--- src/rtl/gray2_quadrature_decoder.sv ---
// Two-bit Gray/quadrature phase decoder: synchronises the phase input, classifies each
// transition as up, down, hold or illegal, and keeps a wrapping position count.
module gray2_quadrature_decoder #(
    parameter int CNT_W       = 16,
    parameter int SYNC_STAGES = 2
) (
    input  logic             clk,
    input  logic             rst,
    input  logic [1:0]       gin,
    input  logic             en,
    input  logic             clr,
    output logic [CNT_W-1:0] pos,
    output logic             dir,
    output logic             step,
    output logic             err,
    output logic             err_pulse
);

    // state | meaning
    // P0    | last sampled phase 00
    // P1    | last sampled phase 01
    // P2    | last sampled phase 11
    // P3    | last sampled phase 10
    typedef enum logic [1:0] {
        P0 = 2'b00,
        P1 = 2'b01,
        P2 = 2'b11,
        P3 = 2'b10
    } phase_t;

    logic [SYNC_STAGES-1:0][1:0] sync_q;
    logic [1:0]                  s;
    phase_t                      state, state_nxt;
    phase_t                      succ, pred;

    logic [CNT_W-1:0] pos_nxt;
    logic             dir_nxt;
    logic             step_nxt;
    logic             err_nxt;
    logic             err_pulse_nxt;

    always_ff @(posedge clk or posedge rst) begin
        if (rst) begin
            sync_q <= '0;
        end else begin
            sync_q <= {sync_q[SYNC_STAGES-2:0], gin};
        end
    end

    assign s = sync_q[SYNC_STAGES-1];

    always_ff @(posedge clk or posedge rst) begin
        if (rst) begin
            state     <= P0;
            pos       <= '0;
            dir       <= 1'b1;
            step      <= 1'b0;
            err       <= 1'b0;
            err_pulse <= 1'b0;
        end else begin
            state     <= state_nxt;
            pos       <= pos_nxt;
            dir       <= dir_nxt;
            step      <= step_nxt;
            err       <= err_nxt;
            err_pulse <= err_pulse_nxt;
        end
    end

    always_comb begin
        succ = P1;
        pred = P3;
        case (state)
            P0: begin succ = P1; pred = P3; end
            P1: begin succ = P2; pred = P0; end
            P2: begin succ = P3; pred = P1; end
            P3: begin succ = P0; pred = P2; end
            default: begin succ = P1; pred = P3; end
        endcase
    end

    // The state always follows s, even when disabled or clearing, so a later
    // enable never sees a stale phase and cannot generate a spurious step.
    always_comb begin
        state_nxt     = phase_t'(s);
        pos_nxt       = pos;
        dir_nxt       = dir;
        step_nxt      = 1'b0;
        err_nxt       = err;
        err_pulse_nxt = 1'b0;
        if (clr) begin
            pos_nxt = '0;
            err_nxt = 1'b0;
        end else if (en) begin
            if (s == succ) begin
                pos_nxt  = pos + CNT_W'(1);
                dir_nxt  = 1'b1;
                step_nxt = 1'b1;
            end else if (s == pred) begin
                pos_nxt  = pos - CNT_W'(1);
                dir_nxt  = 1'b0;
                step_nxt = 1'b1;
            end else if (s != state) begin
                err_nxt       = 1'b1;
                err_pulse_nxt = 1'b1;
            end
        end
    end

endmodule

--- config.mk ---
export PLATFORM = sky130hd
export DESIGN_NAME = gray2_quadrature_decoder
export DESIGN_NICKNAME = d
export VERILOG_FILES = /design/src/rtl/gray2_quadrature_decoder.sv
export SDC_FILE = /design/constraint.sdc
export NUM_CORES = 1
export LEC_CHECK = 0
export ABC_AREA = 1
export ABC_CLOCK_PERIOD_IN_PS = 5800
export CORE_MARGIN = 2
export CORE_UTILIZATION = 50
export CTS_CLUSTER_DIAMETER = 120
export CTS_CLUSTER_SIZE = 24
export DETAILED_ROUTE_END_ITERATION = 12
export GPL_ROUTABILITY_DRIVEN = 0
export PLACE_DENSITY = 0.81
export RECOVER_POWER = 50
export SLEW_MARGIN = 20
export SYNTH_ARGS = -nofsm -noshare
export SYNTH_HDL_FRONTEND = slang
export SYNTH_SLANG_ARGS = --single-unit
--- constraint.sdc ---
create_clock -name clk -period 5.8 [get_ports clk]
set_input_delay 1.16 -clock clk [delete_from_list [all_inputs] [get_ports clk]]
set_output_delay 1.16 -clock clk [all_outputs]
set_load 0.03 [all_outputs]
After elaboration in Yosys (flattened, before gate mapping)
Cells that the tools add are included.
Operators by class
  equality and inequality tests: 8
  $add $sub $neg: 2
  reduce and logical (&&, ||, !) cells: 8
  mux-type cells: 22
  bitwise logic cells: 1
Operators with widths (count)
  two-way mux 16 bit: 4
  adder 16 x 1 -> 16 bit (second input constant): 1
  two-way mux 1 bit: 16
  one-hot mux 2 bit (4 select lines): 2
  subtractor 16 x 1 -> 16 bit (second input constant): 1
  nonzero test 2 bit: 3
  equality test 2 bit: 2
  equality test 2 bit (second input constant): 2
  != test 2 bit (second input constant): 2
  AND reduction 4 bit: 1
  AND reduction 3 bit: 1
  nonzero test 3 bit: 1
  equality test 2 x 1 -> 1 bit (second input constant): 1
  zero test 2 bit: 1
  != test 2 bit: 1
  AND reduction 2 bit: 1
  NOT 1 bit: 1
Word-level totals
  bits in registers: 26
  output and inout port bits: 20
  input port bits: 6
  word-level logic and storage cells: 49

Depth between registers and ports, before layout
Gate-level depths: netlist of run 1.
  word-level depth: 7
  gate-level depth with buffers: 12
  mapped depth without buffers: 12

Worst setup path before layout of run 1
OpenSTA, ideal clock, no wires.
  path type: reg2reg
  start: reg state[0]
  end: reg pos[7]
  slack: 3518 ps
  required time: 5682 ps
  setup time: 118 ps
  clock period less this slack: 2282 ps
  cell stages (with the launch flop): 10
  arrival time: 2164 ps
  cells stage by stage: dfrtp_1 -> xnor2_1 -> nand2_2 -> ha_1 -> or2_2 -> nand3_1 -> nand2_1 -> or2_2 -> nand3_1 -> nand2_1
Between the ends
  word-level cells in the longest chain between the ends: 6
RTL lines
  start, declared: RTL line 33  | phase_t state, state_nxt;
  start signal, assigned: RTL line 61  | state <= state_nxt;
  equality test 2 bit (tied with other cells): RTL line 73  | case (state)
  one-hot mux 2 bit (4 select lines): RTL line 73
  equality test 2 bit: RTL line 95  | if (s == succ) begin
  two-way mux 16 bit: RTL line 95
  two-way mux 16 bit: RTL line 94  | end else if (en) begin
  two-way mux 16 bit: RTL line 91  | if (clr) begin
  end signal, assigned: RTL line 62  | pos <= pos_nxt;
  end, declared: RTL line 12  | output logic [CNT_W-1:0] pos,
Several ways; a longest one is shown, not always the timed one. The select of a mux whose other input is x is not followed.
A chain may end at the register's enable or synchronous reset.

Worst setup path in the final report of run 1
  start: in en
  end: reg dir
Between the ends
  word-level cells in the longest chain between the ends: 1
RTL lines
  start, declared: RTL line 10  | input logic en,
  AND reduction 3 bit (no line)
  end signal, assigned: RTL line 63  | dir <= dir_nxt;
  end, declared: RTL line 13  | output logic dir,
Every way passes these cells.

==> impl_metrics.ini, run 1 <==
[route]
drt_iter0_markers = 118
wl_met2_microns = 2010
wl_microns = 4110
routed-wl-met3_microns = 178
dr.pass1.iters = 4
vias = 1730
highest_layer = met4
drtAntennaViolNets = 0
vias_per_cell = 4.83
route.detailed.drc = 0
met1_length_microns = 1910
wl_per_cell_microns = 11.5

[logic_synthesis]
synth.cell_area_sq_um = 1920
synth_top_cell_area_share = 0.326
syn_nets = 306
async_flop_share = 1.00
ys_seq_area_frac = 0.340
synth_area_leaders = dfrtp_1, nand2_1, ha_1, inv_1, nand3_1
ys_types = 22
synth.ff_latch_count = 26
synth.most_common_cell = nand2_1
syn_avg_cell_area_sq_um = 6.78
yosys.area.top_type = dfrtp_1
ys_warn_count = 0
synth_common_cells = nand2_1, inv_1, dfrtp_1
synth_top_flop_cell = dfrtp_1
syn_inst = 283
synth-edff-count = 0

[floorplan]
die_height_microns = 66.0
fp-row-count = 22
dieArea_sq_um = 4350
initial_utilization = 0.520
die_w_microns = 66.0
coreArea_sq_um = 3690
pin_count = 26

[global_route]
overflow = 0
grt_pass1_wl_microns = 7090
grt_max_degree = 27
grt_pass1_vias = 1583
antenna_found_initial = 0
track_usage = 0.211

[flow_run]
drv_cap = 1

[place]
dp_hpwl_microns = 3040
port_buffers = 25

[worst_setup_path]
cp.arrival_ps = 3300
worstSetupEndpointType = register
crit_start = en
critPathLaunchType = input pin
worstSetupPathType = in -> reg
crit_fanout = 18
r2r_cells = 5
worst_ep_required_time_ps = 6010
reg2reg_from = state[0]

[clock_tree]
ctsLongestPathBuffers = 2
worstSkewPairLatency_ps = 280
cts_tree = yes
clockRootBuffer = clkbuf_8
htreeDepth = 1
post_cts_resized = 0
cts_hold_buf = 0
numCtsBuffers = 3
cts.clk_slew.worst_paths_ps = 100
cts.sinks = 26
cts_setup_buffers = 0

[power_and_ir_drop]
peakVddDrop_uv = 181
leakagePower_nw = 1.29
p_per_area_nw_per_um2 = 343

[sta]
period_share = 0.533
fin_skew_ps = 9.39
min_period_ps = 3090
drv_slew = 19
tightest_slew_ps = 1540
fmax_ghz = 0.323
relSlewSlack = -0.0258
tns_ps = 0
rsz0062_at_grt = false
final-setup-viol-count = 0
hold_viol_final = 0

[hold_path]
hold_depth = 0
min-delay-start = sync_q[0]
hold_path_class = reg -> reg

[final_layout]
nets = 334
antenna_cells = 0
final_layout_size_suffix_gt1_frac = 0.0419
syn_to_final_growth_pct = 18.1
final_util = 0.615

[outcome]
violations = max-capacitance violations, max-slew violations
status = finished, violations left
-- logic make-up after synthesis --
family / Yosys count / synth area share
AND/OR/NAND/NOR: 174 / 0.376
flip-flops: 26 / 0.340
buffers and inverters: 49 / 0.104
AO/OA/AOI/OAI: 11 / 0.0346
XOR/XNOR: 6 / 0.0313
adder cells (fa/ha/maj): 17 / 0.115
-- final cells by class --
class                   instances  area [sq um]
repair buffers                 25           250
clock inverters                 1          30.0
clock buffers                   3          41.3
multi-input cells             208          1060
flip-flops and latches         26           652
inverters                      47           176
well taps                      48          60.1
fillers                       360          1420
-- final timing paths --
path | end | slack (ps)
max | dir | 2710
min reg2reg | s[0] | 360
max reg2reg | dir | 3040
min in group asynchronous | pos[7] | 1540
max in group asynchronous | pos[3] | 3660
min | s[0] | 360
-- cells in the final DEF, fill, tap and decap left out --
master,n
a21oi_1,9
bufinv_16,1
clkbuf_8,3
clkdlybuf4s50_1,21
dfrtp_1,25
dfstp_2,1
dlygate4sd3_1,4
fa_1,1
ha_1,16
inv_1,46
inv_2,1
nand2_1,127
nand2_2,1
nand3_1,20
nand3b_1,4
nand4_1,3
nor2_1,11
nor3_1,3
o21ai_0,2
or2_2,4
or2_4,1
xnor2_1,4
xor2_1,1
xor2_2,1
-- report_power, final --
part	switching (W)	internal, W
Clock	0.0000625	0.0000925
Sequential	0.0000213	0.000205
Combinational	0.000248	0.000147
Total	0.000332	0.000445
-- layer usage --
layer,up-vias,global-route usage
met2,29,0.367
met3,3,0.0392
met1,776,0.281
li1,922,-
met4,0,0.0230
met5,-,0
-- worst max-delay path: stages --
cell and delay [ps]:
dlygate4sd3_1 570, nand2_1 60, a21oi_1 1150, inv_1 140
o21ai_0 220
-- flip-flops by register name (all words and copies together) (netlist names) --
name	cells
sync_q	2
err	1
err_pulse	1
s	2
pos	16
state	2
dir	1
step	1
-- stage by stage --
step	total power [W]	std cells	area, sq um	hold WS [ps]	setup WS, ps
6_report	0.000777	358	2270	358	2710
5_1_grt	0.000846	358	2270	370	2560
4_1_cts	0.000782	358	2280	364	3140
3_5_place_dp	0.000624	354	2210	338	3210
3_3_place_gp	0.000614	354	2210	335	3270
2_1_floorplan	0.000522	283	1920	331	3520
(Power assumes the default switching activity.)
==> run 2: changes to the inputs <==
Settings changed: ABC_CLOCK_PERIOD_IN_PS 5800 to 3000.
Clock period 5.8 ns to 3 ns, I/O delays scaled along.
==> run 2 against run 1 <==
  * The flow now finishes without violations
  * Die area unchanged
  * Cell count rose by 0.28%
  * Wire length up 0.83%
  * Total power increased by 85%
  * Clock skew rose by 2.1 ps
  * Sequential power up 94%
  * Global-route usage about the same
  * Count of clock-buffer cells in the layout grew 1
  * Worst hold slack better by 1.2 ps
  * Clock power up 52%
  * Largest cell class unchanged
  * Via count rose by 1.2%
==> impl_metrics.ini, run 2 (synthesis results as in run 1) <==
[outcome]
status = finished, final reports clean

[floorplan]
pin_count = 26
die_height_microns = 66.0
dieArea_sq_um = 4350
initial_utilization = 0.520
die_w_microns = 66.0
coreArea_sq_um = 3690
fp-row-count = 22

[place]
numPlacedInstances = 355
pre_cts_slack_ps = 431
dp_hpwl_microns = 3150
port_buffers = 25

[global_route]
grt_max_degree = 27
overflow = 0
antenna_found_initial = 0
track_usage = 0.211
grt_pass1_vias = 1669
grt_pass1_wl_microns = 7120

[power_and_ir_drop]
peakVddDrop_uv = 376
p_per_area_nw_per_um2 = 635
leakagePower_nw = 1.29
finalPower_w = 0.00144

[final_layout]
top_register = pos
instances_no_fill = 359
final_layout_size_suffix_gt1_frac = 0.0450
syn_to_final_growth_pct = 18.1
mostFrequentLayoutCells = nand2_1, inv_1, dfrtp_1, nand3_1, clkdlybuf4s50_1
antenna_cells = 0
largest_register_ffs = 16
nets = 335
mostFrequentLayoutCell = nand2_1

[worst_setup_path]
crit_start = s[1]
worstSetupPathType = reg -> reg
endpoint = pos[6]
reg2reg_from = s[1]
worstSetupEndpointType = register
worst_ep_required_time_ps = 3190
cp.arrival_ps = 2740
r2r-end = pos[6]
critPathLaunchType = register
crit_fanout = 22
r2r_cells = 10
r2r_slack_ps = 450

[sta]
period_share = 0.852
final-setup-viol-count = 0
fin_skew_ps = 11.5
min_period_ps = 2550
fin_ws_ps = 445
tns_ps = 0
hold_viol_final = 0
rsz0062_at_grt = false
tightest_slew_ps = 1400
whs_ps = 359
drv_slew = 0
relSlewSlack = 0.0664
fmax_ghz = 0.391

[clock_tree]
cts.sinks = 26
numCtsBuffers = 3
cts_tree = yes
clockRootBuffer = clkbuf_8
cts.clk_slew.worst_paths_ps = 100
ctsLongestPathBuffers = 2
cts_setup_buffers = 0
cts_hold_buf = 0
htreeDepth = 1
post_cts_resized = 0
worstSkewPairLatency_ps = 280

[route]
route.detailed.drc = 0
dr.pass1.iters = 4
vias_per_cell = 4.88
drt_iter0_markers = 106
wl_microns = 4140
drtAntennaViolNets = 0
wl_per_cell_microns = 11.5
vias = 1751

[hold_path]
hold_path_class = reg -> reg

[flow_run]
drv_cap = 0
[run 2: cell types whose count changed in the layout (fill, tap and decap cells not counted), sizes merged]
cell / change
clkbuf: +2
clkdlybuf4s50: -1
bufinv: -1
dlygate4sd3: +1
[run 2: layout make-up]
| cell class | count | area [sq um] |
|---|---|---|
| multi-input cells | 208 | 1070 |
| well taps | 48 | 60.1 |
| flip-flops and latches | 26 | 652 |
| clock buffers | 4 | 55.1 |
| inverters | 47 | 176 |
| repair buffers | 26 | 254 |
| fillers | 362 | 1420 |
[run 2: where the power goes]
part | switching (W) | internal [W] | total, W
Clock | 0.000119 | 0.000118 | 0.000236
Combinational | 0.000480 | 0.000285 | 0.000765
Sequential | 0.0000416 | 0.000397 | 0.000438
Total | 0.000640 | 0.000799 | 0.00144
[run 2: worst min-delay path by stage]
stage | from | end | slack [ps] | depth (start not counted)
floorplan | sync_q[0] | s[0] | 330 | 0
global placement | sync_q[0] | s[0] | 340 | 0
detailed placement | sync_q[0] | s[0] | 340 | 0
CTS | sync_q[1] | s[1] | 360 | 0
global route | sync_q[1] | s[1] | 380 | 0
finish | sync_q[1] | s[1] | 360 | 0
[run 2: critical path, stage by stage (launching register included)]
cell     delay, ps
dfrtp_1        420
xnor2_1        280
nand2_2        370
ha_1           470
nand2_1        150
inv_1           60
nand2_1         60
nand3_1        190
or2_2          330
nand3_1         80
nand2_1         50
[run 2: layer usage]
| layer | vias up | part of all wire | track usage |
|---|---|---|---|
| met1 | 794 | 0.45 | 0.266 |
| met5 | - | 0 | 0 |
| li1 | 921 | - | - |
| met2 | 29 | 0.50 | 0.383 |
| met4 | 0 | 0.0097 | 0.0357 |
| met3 | 7 | 0.039 | 0.0358 |
[run 2: per-stage QoR]
| step | utilization | cell area (sq um) |
|---|---|---|
| 6_report | 0.614 | 2270 |
| 5_1_grt | 0.614 | 2270 |
| 4_1_cts | 0.615 | 2270 |
| 3_5_place_dp | 0.600 | 2210 |
| 3_3_place_gp | 0.600 | 2210 |
| 2_1_floorplan | - | 1920 |
==> run 3: changes to the inputs <==
Settings changed: CELL_PAD_IN_SITES_DETAIL_PLACEMENT set to 1, CELL_PAD_IN_SITES_GLOBAL_PLACEMENT set to 2, CORE_UTILIZATION 50 to 30, PLACE_DENSITY 0.81 to 0.86.
==> run 3 against run 2 <==
  * The run now ends with max-capacitance violations, max-slew violations left
  * Clock power grew 33%
  * Clock skew shrank 5.0 ps
  * Cell area grew 2.7%
  * Maximum frequency shrank 0.50%
  * Combinational power grew 3.5%
  * Via count grew 3.8%
  * Cell count grew 8.4%
  * Non-clock buffer count grew 1
  * Sequential power is essentially flat
  * Register-to-register slack is essentially flat
  * Global-route usage shrank 5.5 points
  * Count of clock-buffer cells in the layout shrank 1
  * Critical path type unchanged
  * Highest routed layer unchanged
==> impl_metrics.ini, run 3 (synthesis results as in run 1) <==
[sta]
rsz0062_at_grt = false
relSlewSlack = -0.0427
hold_viol_final = 0
fmax_ghz = 0.390
tns_ps = 0
drv_slew = 27
fin_skew_ps = 6.48
period_share = 0.856
tightest_slew_ps = 1560
final-setup-viol-count = 0
min_period_ps = 2570
fin_ws_ps = 433

[route]
vias_per_cell = 4.67
route.detailed.drc = 0
dr.pass1.iters = 4
wl_microns = 5150
drtAntennaViolNets = 0
wl_per_cell_microns = 13.2
drt_iter0_markers = 26
vias = 1818

[final_layout]
final_layout_size_suffix_gt1_frac = 0.0481
syn_to_final_growth_pct = 21.2
antenna_cells = 0
top_register = pos
fillers = 823
mostFrequentLayoutCell = nand2_1
final_area_sq_um = 2330
largest_register_ffs = 16
multi_input_area_sq_um = 1070
final_util = 0.371
nets = 336
regArea_sq_um = 652
mostFrequentLayoutCells = nand2_1, inv_1, dfrtp_1, nand3_1, clkdlybuf4s50_1

[floorplan]
die_height_microns = 84.0
pin_count = 26
fp-row-count = 29
die_w_microns = 84.0
coreArea_sq_um = 6280
initial_utilization = 0.306
dieArea_sq_um = 7050

[power_and_ir_drop]
peakVddDrop_uv = 293
p_per_area_nw_per_um2 = 663
leakagePower_nw = 1.30
finalPower_w = 0.00154

[worst_setup_path]
worstSetupEndpointType = register
r2r_slack_ps = 430
worstSetupPathType = reg -> reg
cp.arrival_ps = 2760
critPathLaunchType = register
crit_start = s[1]
worst_ep_required_time_ps = 3190
r2r-end = pos[6]
endpoint = pos[6]
reg2reg_from = s[1]
r2r_cells = 9
crit_fanout = 17

[clock_tree]
cts_hold_buf = 0
clockRootBuffer = clkbuf_8
cts.sinks = 26
cts_setup_buffers = 0
cts.clk_slew.worst_paths_ps = 110
htreeDepth = 1
post_cts_resized = 0
ctsLongestPathBuffers = 2
cts_tree = yes
worstSkewPairLatency_ps = 280
numCtsBuffers = 3

[global_route]
top_usage_layer = met2
grt_pass1_wl_microns = 8800
met3_usage = 0.0247
overflow = 0
antenna_found_initial = 0
grtUsageMet2 = 0.299
grt_pass1_vias = 1904
track_usage = 0.156
met1_usage = 0.186
grt_max_degree = 27

[place]
pre_cts_slack_ps = 388
dpl_cell_area_sq_um = 2260
port_buffers = 25
dp_hpwl_microns = 3940

[outcome]
violations = max-capacitance violations, max-slew violations
status = finished, violations left

[hold_path]
hold_path_class = reg -> reg

[flow_run]
drv_cap = 1
## run 3: cell count changes in the layout (fill, tap and decap cells not counted)
cell       delta
bufinv_16     +1
buf_4         +1
clkbuf_8      -1
## run 3: worst max-delay path, cell delays in order, from the launching register on
cell	delay (ps)
dfrtp_1	430
xnor2_1	270
nand2_2	320
buf_4	280
fa_1	420
nand2_1	90
nand3_1	190
or2_2	330
nand3_1	80
nand2_1	50
## run 3: per-layer routing
layer,part of all wire,up-vias
met5,0,-
met4,0.0052,0
met3,0.022,2
met2,0.51,18
met1,0.46,874
li1,-,924
## run 3: final cells by class
cell class,count,share of cell area
clock inverter,1,0.0129
tap,77,0.0414
sequential,26,0.280
timing repair buffer,27,0.112
multi-input combinational,208,0.459
inverter,47,0.0758
clock buffer,3,0.0178
## run 3: worst min-delay path by stage
stage,start,end,cells after the start
after floorplan,sync_q[0],s[0],0
after global routing,sync_q[0],s[0],0
after CTS,sync_q[1],s[1],0
after global placement,sync_q[1],s[1],0
after detailed placement,sync_q[1],s[1],0
final,sync_q[1],s[1],0
## run 3: power breakdown
part	total [W]	leakage (nW)	internal, W	switching (W)
clock	0.000313	0.0357	0.000179	0.000134
combinational	0.000792	0.930	0.000288	0.000504
sequential	0.000439	0.337	0.000397	0.0000421
## run 3: through the flow
stage               cells  hold slack, ps
floorplan             283             331
global placement      385             335
detailed placement    385             345
CTS                   389             371
global route          389             379
finish                389             364
